[src/rtl/uart_tx_buffer.sv]
// uart_tx_buffer: byte FIFO between uart_rx and uart_tx that releases one byte
// per transmitter handshake (tx_en out, tx_done back), with overflow and
// transmitter-timeout status.
module uart_tx_buffer #(
  parameter int unsigned DEPTH      = 16,
  parameter int unsigned AW         = 4,
  parameter int unsigned TX_TIMEOUT = 131071
) (
  input  logic          clk,
  input  logic          rst_n,
  input  logic [7:0]    rx_byte,
  input  logic          rx_done,
  output logic [7:0]    tx_byte,
  output logic          tx_en,
  input  logic          tx_done,
  output logic [AW:0]   level,
  output logic          overflow,
  output logic [7:0]    drop_cnt,
  output logic          tx_timeout,
  input  logic          clr_status
);

  localparam int unsigned DW = 8;
  localparam int unsigned LW = AW + 1;
  localparam int unsigned CW = 17;

  typedef enum logic [1:0] {
    ST_IDLE = 2'd0,
    ST_LOAD = 2'd1,
    ST_WAIT = 2'd2
  } state_t;

  state_t          state_q, state_d;
  logic [AW-1:0]   wr_ptr_q, wr_ptr_d;
  logic [AW-1:0]   rd_ptr_q, rd_ptr_d;
  logic [LW-1:0]   level_q, level_d;
  logic [DW-1:0]   tx_byte_q, tx_byte_d;
  logic            tx_en_q, tx_en_d;
  logic            overflow_q, overflow_d;
  logic [DW-1:0]   drop_cnt_q, drop_cnt_d;
  logic            tx_timeout_q, tx_timeout_d;
  logic [CW-1:0]   cnt_q, cnt_d;

  logic [DW-1:0]   mem [DEPTH];

  logic            full_c;
  logic            wr_en_c;
  logic            rd_en_c;
  logic [DW-1:0]   drop_base_c;
  logic [CW-1:0]   cnt_inc_c;

  // Next-state: write/drop decision, transmit scheduler FSM, level and status
  always_comb begin
    state_d      = state_q;
    wr_ptr_d     = wr_ptr_q;
    rd_ptr_d     = rd_ptr_q;
    level_d      = level_q;
    tx_byte_d    = tx_byte_q;
    tx_en_d      = 1'b0;
    cnt_d        = cnt_q;
    overflow_d   = overflow_q;
    drop_cnt_d   = drop_cnt_q;
    tx_timeout_d = tx_timeout_q;
    wr_en_c      = 1'b0;
    rd_en_c      = 1'b0;
    full_c       = (level_q == LW'(DEPTH));
    cnt_inc_c    = cnt_q + CW'(1);
    drop_base_c  = clr_status ? DW'(0) : drop_cnt_q;

    // status clear first so that a same-cycle event wins
    if (clr_status) begin
      overflow_d   = 1'b0;
      tx_timeout_d = 1'b0;
    end
    drop_cnt_d = drop_base_c;

    // a same-cycle read never frees room for a write into a full FIFO
    if (rx_done) begin
      if (full_c) begin
        overflow_d = 1'b1;
        if (drop_base_c != DW'(255)) begin
          drop_cnt_d = drop_base_c + DW'(1);
        end
      end else begin
        wr_en_c  = 1'b1;
        wr_ptr_d = wr_ptr_q + AW'(1);
      end
    end

    case (state_q)
      ST_IDLE: begin
        if (level_q != LW'(0)) begin
          rd_en_c   = 1'b1;
          tx_byte_d = mem[rd_ptr_q];
          rd_ptr_d  = rd_ptr_q + AW'(1);
          tx_en_d   = 1'b1;
          state_d   = ST_LOAD;
        end
      end
      ST_LOAD: begin
        cnt_d   = CW'(0);
        state_d = ST_WAIT;
      end
      ST_WAIT: begin
        if (tx_done) begin
          state_d = ST_IDLE;
        end else begin
          cnt_d = cnt_inc_c;
          if (cnt_inc_c == CW'(TX_TIMEOUT)) begin
            tx_timeout_d = 1'b1;
            state_d      = ST_IDLE;
          end
        end
      end
      default: begin
        state_d = ST_IDLE;
      end
    endcase

    case ({wr_en_c, rd_en_c})
      2'b10:   level_d = level_q + LW'(1);
      2'b01:   level_d = level_q - LW'(1);
      default: level_d = level_q;
    endcase
  end

  // Control and status registers
  always_ff @(posedge clk or negedge rst_n) begin
    if (!rst_n) begin
      state_q      <= ST_IDLE;
      wr_ptr_q     <= '0;
      rd_ptr_q     <= '0;
      level_q      <= '0;
      tx_byte_q    <= '0;
      tx_en_q      <= 1'b0;
      overflow_q   <= 1'b0;
      drop_cnt_q   <= '0;
      tx_timeout_q <= 1'b0;
      cnt_q        <= '0;
    end else begin
      state_q      <= state_d;
      wr_ptr_q     <= wr_ptr_d;
      rd_ptr_q     <= rd_ptr_d;
      level_q      <= level_d;
      tx_byte_q    <= tx_byte_d;
      tx_en_q      <= tx_en_d;
      overflow_q   <= overflow_d;
      drop_cnt_q   <= drop_cnt_d;
      tx_timeout_q <= tx_timeout_d;
      cnt_q        <= cnt_d;
    end
  end

  // FIFO storage; contents are don't-care after reset
  always_ff @(posedge clk) begin
    if (wr_en_c) begin
      mem[wr_ptr_q] <= rx_byte;
    end
  end

  assign tx_byte    = tx_byte_q;
  assign tx_en      = tx_en_q;
  assign level      = level_q;
  assign overflow   = overflow_q;
  assign drop_cnt   = drop_cnt_q;
  assign tx_timeout = tx_timeout_q;

endmodule
[config.mk]
export PLATFORM = sky130hd
export DESIGN_NAME = uart_tx_buffer
export DESIGN_NICKNAME = d
export VERILOG_FILES = /design/src/rtl/uart_tx_buffer.sv
export SDC_FILE = /design/constraint.sdc
export NUM_CORES = 1
export LEC_CHECK = 0
export ABC_AREA = 1
export CELL_PAD_IN_SITES_DETAIL_PLACEMENT = 0
export CELL_PAD_IN_SITES_GLOBAL_PLACEMENT = 1
export CORE_ASPECT_RATIO = 0.6
export CORE_MARGIN = 2
export CORE_UTILIZATION = 40
export CTS_CLUSTER_DIAMETER = 50
export DETAILED_ROUTE_END_ITERATION = 10
export GPL_TIMING_DRIVEN = 0
export PLACE_DENSITY_LB_ADDON = 0.2
export SETUP_SLACK_MARGIN = 0.02
export SLEW_MARGIN = 20
export SYNTH_ARGS = -nofsm -noshare
export SYNTH_HDL_FRONTEND = slang
export SYNTH_SLANG_ARGS = --single-unit
[constraint.sdc]
create_clock -name clk -period 2.8 [get_ports clk]
set_input_delay 0.56 -clock clk [delete_from_list [all_inputs] [get_ports clk]]
set_output_delay 0.56 -clock clk [all_outputs]
set_load 0.01 [all_outputs]
; Yosys cells after proc, flatten, opt, wreduce, memory -nomap -nowiden
; Memories as Yosys holds them, arrays and structs flattened. A register that Yosys moved wholly into a read port is not among the register bits.
; Cells that the tools add are included.
[classes]
eq_ne = 10
muxes = 24
add_sub_neg = 6
bitwise = 1
reduce_logical = 9
[op_table]
columns = operator, count
row1 = $pmux 17 s2, 1
row2 = $mux 8, 4
row3 = $add 17x1->17 const B, 1
row4 = $eq 17x17->1 const B, 1
row5 = $mux 17, 1
row6 = $mux 1, 13
row7 = $pmux 5 s2, 1
row8 = $add 4x1->4 const B, 2
row9 = $add 8x1->8 const B, 1
row10 = $ne 8x8->1 const B, 1
row11 = $reduce_and 2->1, 4
row12 = $mux 2, 3
row13 = $pmux 2 s3, 1
row14 = $add 5x1->5 const B, 1
row15 = $eq 5x5->1 const B, 1
row16 = $reduce_bool 5->1, 1
row17 = $sub 5x1->5 const B, 1
row18 = $eq 2x1->1 const B, 2
row19 = $eq 2x2->1 const B, 2
row20 = $ne 2x2->1 const B, 2
row21 = $reduce_bool 2->1, 2
row22 = $ne 3x3->1 const B, 1
row23 = $logic_not 2->1, 1
row24 = $logic_not 1->1, 1
row25 = $not 1->1, 1
[word_totals]
output_inout_bits = 24
ram_bits = 128
input_bits = 13
regBits = 43
n_memories = 1
elab_cells = 60
[memory_table]
columns = memory, depth, word_bits, rd, rd_ports_with_merged_regs, write_ports, line
row1 = mem, 16, 8, 1, 1, 1, 44  ; logic [DW-1:0] mem [DEPTH];

; Longest topological paths before layout
; Gate-level depths: netlist of run 1.
[logic_depth]
word_depth = 5
depth_mapped = 14

; Worst setup path after synthesis of run 1
; Ideal clock, no wire load.
[synth_path]
path_type = register to register
start = reg level_q[1], in the netlist level[1]
end = reg level_q[4], in the netlist level[4]
path_stages_with_launch = 15
setup_slack_ns = 0.334
n_path_buf = 1
synth_period_minus_slack_ns = 2.466
required_time_ns = 2.671
arrival_ns = 2.338
path_cell_list = dfrtp_1 > nor4_1 > nand2_1 > nand2_1 > inv_1 > buf_2 > ha_1 > ha_1 > nand2_1 > nor2_1 > a211oi_1 > nand2_1 > nand2_1 > nor2_1 > xor2_1
[synth_via]
elab_chain_len = 5
elab_cells_between_ends = 12
cone_classes = 2 x add/sub / 3 x eq/ne / 5 x mux / 2 x reduce/logical
[synth_rtl]
columns = item, line
row1 = start: declaration, 36  ; logic [LW-1:0] level_q, level_d;
row2 = start signal: assignment, 144  ; level_q <= level_d;
row3 = $reduce_bool 5->1 (*), 92  ; if (level_q != LW'(0)) begin
row4 = $mux 1 (*), 92
row5 = $mux 1 (*), 90  ; case (state_q)
row6 = named net rd_en_c, 48  ; logic rd_en_c;
row7 = $eq 2x1->1 / $eq 2x2->1 (equally long branches), 120  ; case ({wr_en_c, rd_en_c})
row8 = $pmux 5 s2 / $reduce_bool 2->1 (equally long branches), --
; The timed path passes the listed nets; every way through them passes the cells marked *.
; A chain may end at the register's enable or synchronous reset.

; Worst setup path after layout of run 1
[layout_path]
start = reg level_q[3], in the netlist level[3]
end = reg level_q[4], in the netlist level[4]
; Same word-level chain as after synthesis.

==> results.ini, run 1 <==
[synthesis]
synth_top_area_share_pct = 48.9
synthCells = 740
yosysTopAreaCell = edfxtp_1
syn-mean-instance-area_um2 = 10.6
netlist_top_cells_area = edfxtp_1 (49%), dfrtp_1 (16%), nor2_1 (7.2%)
synthesis.area_um2 = 7860
synth_ff_type = edfxtp_1
synth-edff-count = 128
synth-seq-cells = 179
seq_area_frac_synth_pct = 65.1
synthArstFlopShare_pct = 28.5
ys.warnings.count = 0
synthDistinctLibCells = 36
syn-num-nets = 766

[routing]
wl_met2_um = 8190
first_iter_violations = 681
top_layer_used = met4
drc_errors = 0
wl_per_cell_um = 19.2
detail_route.first_pass.iterations = 5
vias = 5624
routed_via_density = 5.24
wl_um = 20600
antenna_left = 0
dr_wl_met3_um = 2100
met1_length_um = 10100

[floorplan]
io_pins = 37
start_util_pct = 41.1
die-area_um2 = 20800
row_count = 39
die_width_um = 185
core_um2 = 19100
die_h_um = 113

[cts]
clockBufferDepth = 2
cts_hold_buffers = 0
cts_tree = built
path_clk_slew_ns = 0.06
cts_max_level = 4
insertion_delay_ns = 0.43
cts-root-buf = clkbuf_16
post-cts-setup-buffer-count = 0
cts_inserted_buffers = 17
cts_sinks = 179

[cells_and_area]
drive_above_1_share_pct = 8.91
layout_commonest_cell = nor2_1
nFillCells = 1758
n_antenna_cell = 0
layout_common_cells = nor2_1 (147), edfxtp_1 (128), nand2_1 (104)
synthToLayoutAreaGrowth_pct = 16.3
fin_cells = 1074
finalNetCount = 821

[global_route]
grt_pass1_vias = 5210
grt_start_max_net_pins = 52
grtUsageTotal_pct = 20.8
grt_pass1_wl_um = 31100
antenna_found_initial = 0
overflow = 0

[placed_design]
dpl.hpwl_um = 14400
place_ws_ns = -0.0710
place.gp.congestion = 0.829
port_buffers = 36
dp_cells = 1042

[power_and_ir_drop]
swShare_pct = 37.7
seq_power_share_pct = 39.2
internal_power_w = 0.00553
pwr-share-comb_pct = 35.3
switchingPower_w = 0.00334
powerDensity_nw_per_um2 = 971
vdd_drop_max_mv = 0.488
pwr-share-clk_pct = 25.5
total_leakage_power_nw = 3.31

[timing]
finalCriticalPeriod_ns = 2.56
fin_ws_ns = 0.240
rsz0062_at_grt = false
tightest_slew_ns = 1.13
slew_viol_final = 0
finClkSkew_ns = 0.0100
setup_viol = 0
relSlewSlack_pct = 24.7
holdWs_ns = 0.170
finalHoldViolCount = 0
max_freq_mhz = 391
fin_crit_sh_pct = 91.4

[hold_path]
worst_hold_path_type = primary input to asynchronous set/reset pin

[setup_path]
cp_slowest_cell = dfrtp_2
worst_setup_path_start_kind = register
critPathKind = register to register
cpPeakStageDelay_ns = 0.46
critPathBufInv = 2
critPathTopFamily = simple AND/OR/NAND/NOR gates
cp-end-kind = register
cp_data_arrival_time_ns = 2.91
crit_required_ns = 3.15
path_cells = nor4_4 > nand2_1 > nand2_1 > inv_1 > buf_4 > ha_2 > ha_1 > nand2_1 > nor2_1 > a211oi_2 > nor2_1 > nor2_2 > xor2_1
critPathMostFrequentCell = nand2_1
worstPathMaxFanout = 11

[flow_run]
cap_violations = 0

[run_status]
status = complete, no violations

-- sequential cells by signal (all words and copies together), names as in the netlist --
register / count
mem: 128
cnt_q: 17
drop_cnt: 8
tx_byte: 8
level: 5
rd_ptr_q: 4
wr_ptr_q: 4
state_q: 2
overflow: 1
tx_en: 1
tx_timeout: 1
-- power groups by stage --
stage                     combinational, W  clock, W  sequential (W)
after floorplan                    0.00184         0         0.00349
after global placement             0.00299         0         0.00350
after detailed placement           0.00306         0         0.00351
after CTS                          0.00308   0.00228         0.00347
after global routing               0.00347   0.00240         0.00351
final                              0.00313   0.00226         0.00347
-- worst register-to-register path: stages (launching register included) --
cell	delay, ns
dfrtp_2	0.46
nor4_4	0.30
nand2_1	0.08
nand2_1	0.12
inv_1	0.10
buf_4	0.20
ha_2	0.22
ha_1	0.33
nand2_1	0.08
nor2_1	0.04
a211oi_2	0.18
nor2_1	0.07
nor2_2	0.14
xor2_1	0.16
-- path summary, 6_finish.rpt --
check / start / end / slack, ns / depth (start not counted)
min in group clk: overflow / overflow / 0.49 / 2
worst max register to register: level[3] / level[4] / 0.24 / 13
worst min register to register: overflow / overflow / 0.49 / 2
worst max-delay path: level[3] / level[4] / 0.24 / 13
max in group asynchronous: rst_n / level[1] / 2.12 / 1
worst min-delay path: rst_n / drop_cnt[4] / 0.17 / 1
-- cells by family after synthesis --
kind of cell | count (synthesis) | synth area share (%)
AOI/OAI and AO/OA | 142 | 10.4
xor gates and xnor gates | 12 | 1.34
adders and majority gates | 13 | 2.17
buffers and inverters | 84 | 4.46
DFF | 179 | 65.1
muxes | 1 | 0.143
and+or+nand+nor | 309 | 16.3
-- cell usage after synthesis, types with 2 or more instances --
cell type  count
inv_2          3
buf_2         10
o211ai_1      29
o21ai_0       90
buf_4          6
nor2_1       150
inv_1         51
nand2_2        4
xnor2_1        2
clkbuf_1      13
a21oi_1        2
or2_2          2
dfrtp_1       51
nand2_1      104
o22ai_1        4
o221ai_1       3
o21ai_1        2
nor2_4         3
nor2_2         3
nand4_1        8
ha_1          12
xor2_1        10
nand3_1       30
a31oi_1        9
edfxtp_1     128
-- metrics by stage --
stage / TNS, ns / power, W / cell area [um^2] / util (%)
2_1_floorplan: 0 / 0.00532 / 7860 / -
3_3_place_gp: -30.65 / 0.00649 / 8550 / 44.7
3_5_place_dp: -1.34 / 0.00657 / 8550 / 44.7
4_1_cts: 0 / 0.00883 / 9110 / 47.6
5_1_grt: 0 / 0.00938 / 9140 / 47.8
6_report: 0 / 0.00887 / 9140 / 47.8
-- repair_timing --
item / 4_1_cts / 5_1_grt
setup endpoints to repair: 1 / 1
pin swaps: 0 / 1
resized for setup: 2 / 9
-- area by class of cell --
type	instances	area, um^2	share of cell area, %
Sequential cell	179	5120	56.1
Multi-Input combinational cell	477	2420	26.5
Clock buffer	23	468	5.12
Timing Repair Buffer	36	358	3.92
Tap cell	266	333	3.64
Inverter	55	206	2.26
Buffer	29	146	1.60
Clock inverter	9	82.6	0.904
-- routing by layer --
| layer | vias to the layer above | global-route usage (%) |
|---|---|---|
| met4 | 0 | 5.34 |
| li1 | 2658 | - |
| met5 | - | 0 |
| met3 | 21 | 6.13 |
| met1 | 2750 | 32.8 |
| met2 | 195 | 27.5 |
Power figures use the tool's default switching activity.
==> run 2, diff against run 1 <==
ABC_CLOCK_PERIOD_IN_PS = 2800   (was not set)
CORE_UTILIZATION = 45   (was 40)
==> run 2 against run 1 <==
  * Critical path depth is the same
  * Final area shrank 0.16%
  * Largest power group unchanged
  * Wire length shrank 0.80%
  * Die area shrank 11%
  * Largest cell class unchanged
  * Combinational power is essentially flat
  * Clock power grew 3%
  * Sequential power is essentially flat
  * Critical path type unchanged
  * Global-route usage grew 2.3 points
==> results.ini, run 2 (synthesized netlist as in run 1, its figures left out) <==
[cts]
cts_inserted_buffers = 17  ; unchanged
cts_tree = built
clockBufferDepth = 2  ; unchanged
path_clk_slew_ns = 0.08  ; +0.02 ns
cts_sinks = 179  ; unchanged
cts-root-buf = clkbuf_16
insertion_delay_ns = 0.43  ; about the same
cts_max_level = 4  ; unchanged
post-cts-setup-buffer-count = 0  ; unchanged

[floorplan]
die_width_um = 175  ; -5.6%
start_util_pct = 45.9  ; +4.8 points
die_h_um = 106  ; -5.5%
core_um2 = 17100  ; -10%
row_count = 37  ; -5.1%
die-area_um2 = 18600  ; -11%
io_pins = 37  ; unchanged

[placed_design]
dpl.hpwl_um = 14200  ; -1.5%
port_buffers = 36  ; unchanged
place_ws_ns = 0.00381  ; +0.0748 ns
placedInstanceArea_um2 = 8510  ; -0.47%
place.gp.congestion = 0.848  ; +2.4%
dp_cells = 1010  ; -3.1%

[timing]
slew_viol_final = 0  ; unchanged
finClkSkew_ns = 0.0161  ; +0.00609 ns
fin_crit_sh_pct = 90.6  ; -0.81 points
fin_ws_ns = 0.263  ; +0.0226 ns
finalHoldViolCount = 0  ; unchanged
rsz0062_at_grt = false
max_freq_mhz = 394  ; +0.89%
setup_viol = 0  ; unchanged
finalCriticalPeriod_ns = 2.54  ; -0.0226 ns
tightest_slew_ns = 1.18  ; +0.0507 ns
holdWs_ns = 0.164  ; -0.00672 ns
relSlewSlack_pct = 21.3  ; -3.4 points

[routing]
detail_route.first_pass.iterations = 5  ; unchanged
routed_via_density = 5.39  ; +2.9%
first_iter_violations = 637  ; -6.5%
drc_errors = 0  ; unchanged
vias = 5616  ; -0.14%
wl_um = 20500  ; -0.80%
wl_per_cell_um = 19.7  ; +2.2%
antenna_left = 0  ; unchanged

[hold_path]
worst_hold_path_type = primary input to asynchronous set/reset pin

[setup_path]
reg2reg_setup_slack_ns = 0.26  ; +0.02 ns
cp-end-kind = register
cpPeakStageDelay_ns = 0.47  ; about the same
crit_required_ns = 3.14  ; about the same
cp_slowest_cell = dfrtp_2
cp_data_arrival_time_ns = 2.88  ; -0.03 ns
worstPathMaxFanout = 11  ; unchanged
critPathKind = register to register
critPathTopFamily = simple AND/OR/NAND/NOR gates
path_cells = nor4_4 > nand2_1 > nand2_1 > inv_1 > buf_4 > ha_2 > ha_1 > nand2_1 > nor2_1 > a211oi_2 > nor2_1 > nor2_1 > xor2_1
worst_setup_path_start_kind = register
critPathBufInv = 2  ; unchanged

[cells_and_area]
nFillCells = 1500  ; -15%
n_antenna_cell = 0  ; unchanged
largest_register_ffs = 128  ; unchanged
largest-register = mem
drive_above_1_share_pct = 8.91  ; unchanged
layout_commonest_cell = nor2_1
fin_cells = 1042  ; -3.0%
layout_common_cells = nor2_1 (150), edfxtp_1 (128), nand2_1 (104)
finalNetCount = 821  ; unchanged
multi_input_area_um2 = 2410  ; -0.31%
reg_top3 = mem: 128 flops, cnt_q: 17 flops
fin_area_um2 = 9120  ; -0.16%
synthToLayoutAreaGrowth_pct = 16.1
regArea_um2 = 5120  ; about the same

[flow_run]
cap_violations = 0  ; unchanged

[power_and_ir_drop]
power.total_w = 0.00893  ; +0.72%
powerDensity_nw_per_um2 = 979  ; +0.89%
vdd_drop_max_mv = 0.438  ; -10%
total_leakage_power_nw = 3.34  ; +0.89%

[global_route]
grt_pass1_vias = 5260  ; +0.96%
grtUsageTotal_pct = 23.0  ; +2.3 points
antenna_found_initial = 0  ; unchanged
overflow = 0  ; unchanged
grt_pass1_wl_um = 31200  ; +0.33%
grt_start_max_net_pins = 52  ; unchanged

[run_status]
status = complete, no violations

-- run 2: changes by cell type in the layout (fill, tap and decap cells not counted), moves of 3 or more --
cell,before,now
clkinvlp_4,4,1
inv_6,0,5
inv_8,0,3
clkbuf_1,17,13
clkinv_8,0,3
nor2_2,6,3
nor2_1,147,150
-- run 2: layer usage --
layer | GRT usage [%] | routed length, um
met1 | 36.7 | 9920
met2 | 31.5 | 8260
met5 | 0 | 0
met4 | 5.12 | 98
met3 | 5.54 | 2200
-- run 2: repair_timing --
item,4_1_cts,5_1_grt
hold buffers,0,0
setup endpoints to repair,1,1
pin swaps,0,0
gates resized for setup,1,7
-- run 2: final timing paths --
kind,to,cells past startpoint,startpoint
max,level[4],13,level[1]
min,drop_cnt[5],1,rst_n
max reg2reg,level[4],13,level[1]
min reg2reg,overflow,2,overflow
max in group asynchronous,level[1],1,rst_n
min in group clk,overflow,2,overflow
-- run 2: report_power, final --
group / switching, W / internal [W]
Sequential: 0.000240 / 0.00323
Clock: 0.00113 / 0.00120
Combinational: 0.00212 / 0.00102
Total: 0.00349 / 0.00545
-- run 2: cell type report --
type                       count  area share [%]
multi-input combinational    477            26.4
sequential                   179            56.2
tap                          234            3.21
clock inverter                15            1.76
clock buffer                  17            4.66
timing repair buffer          36            3.92
inverter                      55            2.26
buffer                        29            1.60
-- run 2: metrics by stage --
step,utilization [%],setup TNS (ns)
floorplan,-,0
global placement,49.7,-28.47
detailed placement,49.7,0
CTS,53.1,0
global route,53.3,0
finish,53.3,0
-- run 2: worst register-to-register path, cell delays in order (launching register included) --
cell and delay, ns:
dfrtp_2 0.47, nor4_4 0.30, nand2_1 0.08, nand2_1 0.12
inv_1 0.09, buf_4 0.19, ha_2 0.21, ha_1 0.33
nand2_1 0.08, nor2_1 0.04, a211oi_2 0.18, nor2_1 0.06
nor2_1 0.15, xor2_1 0.16
==> run 3, diff against run 2 <==
ABC_CLOCK_PERIOD_IN_PS = not set   (was 2800)
==> results of run 3 <==
The final DEF is identical to that of run 2; final timing and power are the same.
==> edit, RTL diff (flow settings as in run 2) <==
The 3 states of `state_t` get a one-hot encoding in 3 bits.
--- a/src/rtl/uart_tx_buffer.sv
+++ b/src/rtl/uart_tx_buffer.sv
@@ -24,10 +24,10 @@
   localparam int unsigned LW = AW + 1;
   localparam int unsigned CW = 17;
 
-  typedef enum logic [1:0] {
-    ST_IDLE = 2'd0,
-    ST_LOAD = 2'd1,
-    ST_WAIT = 2'd2
+  typedef enum logic [2:0] {
+    ST_IDLE = 3'b001,
+    ST_LOAD = 3'b010,
+    ST_WAIT = 3'b100
   } state_t;
 
   state_t          state_q, state_d;
Function: no difference found for any inputs over 4 cycles, from zero or initial values and one cycle with rst_n low; so few cycles prove little.
==> edit against run 2 <==
Sequential power about the same; area after synthesis is the same; sequential cell count is 1 higher; combinational power increased by 3%; clock skew is 0.0044 ns lower; wire length grew 1.7%; cell count is 2.4% lower; final area is 0.49% higher; total power up 1.2%; critical path type unchanged; setup slack got worse by 0.075 ns.
==> edit: results (changes against run 2) <==
* Wire length of the first global-routing pass: 31.0 mm (-0.53%)
- The largest registers in the layout are mem (128), cnt_q (17).
* Most instantiated cells after synthesis: sky130_fd_sc_hd__edfxtp_1, sky130_fd_sc_hd__nor2_1, sky130_fd_sc_hd__o21ai_0
- The number of nets in the synthesized netlist is 734 (-4.2%).
- The clock period minus final worst setup slack came to 2.61 ns (+0.0748 ns).
* Final Instance Count excl. Fillers: 1,017 (-2.4%)
- The total track usage is 0.231 (+0.000287).
- Reg2reg path depth: 16 (+3)
* Number of port buffers: 36 (unchanged)
* IR drop worst, VDD: 0.409 mV (-6.6%)
- Worst hold-check path type: in -> async
- Proportion of layout cells with a drive suffix above 1: 0.102 (+0.0131)
- Slowest Stage Delay on Critical Path: 0.44 ns (-0.03 ns)
- The final net count is 796 (-3.0%).
* Met1 track demand over resource: 0.370 (+0.00298)
* Post-Place Cells: 978 (-3.2%)
- In this run the critical register-to-register path is launched from level[0].
- Distinct cell type count after synthesis: 38 (+5.6%)
- The sequential share of the synthesized area is 0.655 (+0.00334).
* Vias in the first global route: 5,223 (-0.70%)
- The worst-case clock skew is 0.0118 ns (-0.00436 ns).
- CP startpoint kind: flip-flop
- The met2 track demand over resource in global routing came to 0.296 (-0.0184).
* Via total after detailed routing: 5,612 (-0.071%)
- Run status: completed
- The antenna diode count came to 0 (unchanged).
* Wirelength, routed: 20.8 mm (+1.7%)
- The transition time of the tightest slew-check pin is 0.983 ns (-0.194 ns).
- Maximum number of pins on one net before global-route repair: 53 (+1.9%)
* P_leak: 3.37 nW (+1.2%)
- Kind of cell with the highest combined delay on the critical path: simple AND/OR/NAND/NOR gates
- The later pin in the worst-skew pair is clocked with a latency of 0.44 ns.
- Clock root cell: sky130_fd_sc_hd__clkbuf_16
- After clock tree synthesis, the clock-pin slew on the worst setup and hold paths is 0.07 ns.
* Mean post-synth cell area: 11.1 um2 (+4.5%)
- Maximum buffer depth of the clock tree: 2 (unchanged)
- Met3 global-route usage: 0.0651 (+0.00966)
- First-pass iteration count of the detailed router: 5 (unchanged)
- Worst setup path endpoint: level[4]
* Number of flops mapped to enable cells by yosys: 128 (unchanged)
- The number of H-tree levels was 4 (unchanged).
- The fraction of registers with async set or reset after synthesis came to 0.289 (+0.00397).
- Number of warnings reported in the yosys synthesis log: 0 (unchanged)
- Clock buffers created by TritonCTS: 17 (unchanged)
- Crit-path max FO: 11 (unchanged)
* Total half-perimeter wirelength after legalization and detailed placement: 14.5 mm (+2.1%)
* Slowest stage cell on the critical path: sky130_fd_sc_hd__dfrtp_2
* Cell types occupying the most area after synthesis: sky130_fd_sc_hd__edfxtp_1, sky130_fd_sc_hd__dfrtp_1, sky130_fd_sc_hd__o21ai_0
- The setup slack at placement is -0.160 ns (-0.164 ns).
- The initial antenna violation count was 0 (unchanged).
- Arrival @ worst endpoint: 2.93 ns (+0.05 ns)
- The flop-to-flop setup slack is 0.19 ns (-0.07 ns).
- The routability-driven placement congestion ratio came to 0.885 (+4.3%).
- The area of placed instances came to 8510 um2 (unchanged).
- In this run the critical register-to-register path is captured at level[4].
- First-iteration detailed-routing DRC count: 621 (-2.5%)
[edit: power by group]
group	internal [W]	leakage, nW	switching, W
clock	0.00131	0.275	0.00102
sequential	0.00327	1.82	0.000205
combinational	0.00105	1.28	0.00218
total	0.00563	3.37	0.00341
[edit: metal layers]
metal | vias up | share of wire
li1 | 2609 | -
met1 | 2721 | 0.49
met2 | 265 | 0.39
met3 | 17 | 0.11
met4 | 0 | 0.0097
met5 | - | 0
[edit: what timing repair did]
item	in CTS	in global routing
buffers inserted	0	7
pin swaps	0	1
endpoints found under the setup margin	2	2
gates resized for setup	5	7
[edit: metrics by stage]
| stage | hold slack (ns) | utilization |
|---|---|---|
| floorplan | 0.264 | - |
| global placement | 0.468 | 0.497 |
| detailed placement | 0.468 | 0.497 |
| CTS | 0.196 | 0.531 |
| global route | 0.230 | 0.535 |
| finish | 0.172 | 0.535 |
[edit: worst register-to-register path: cells and delay by family, from the launching register on]
kind	cells	cell delay, ns
XOR/XNOR	1	0.15
adder cells (fa/ha/maj)	2	0.57
AO/OA/AOI/OAI	3	0.36
AND/OR/NAND/NOR	6	0.62
flip-flops	1	0.44
buffers and inverters	4	0.36
[edit: layout make-up]
cell class              instances  area (um2)
flip-flops and latches        180        5150
fillers                      1505        7960
clock buffers                  19         433
multi-input cells             438        2390
clock inverters                13         135
repair buffers                 43         410
plain buffers                  30         135
inverters                      60         225
well taps                     234         293
[edit: logic make-up after synthesis]
family,share of synthesized area
DFF,0.655
AOI/OAI and AO/OA,0.115
buffers and inverters,0.0451
and+or+nand+nor,0.146
xor gates and xnor gates,0.0177
adders and majority gates,0.0217
[edit: worst min path at each step]
stage                        start     endpoint  slack (ns)  cells past startpoint
final                        rst_n     cnt_q[9]        0.17                      1
after global routing         rst_n     cnt_q[8]        0.23                      1
after CTS                    rst_n  wr_ptr_q[0]        0.20                      1
after detailed placement  overflow     overflow        0.47                      2
after global placement    overflow     overflow        0.47                      2
after floorplan              rst_n     cnt_q[0]        0.26                      0
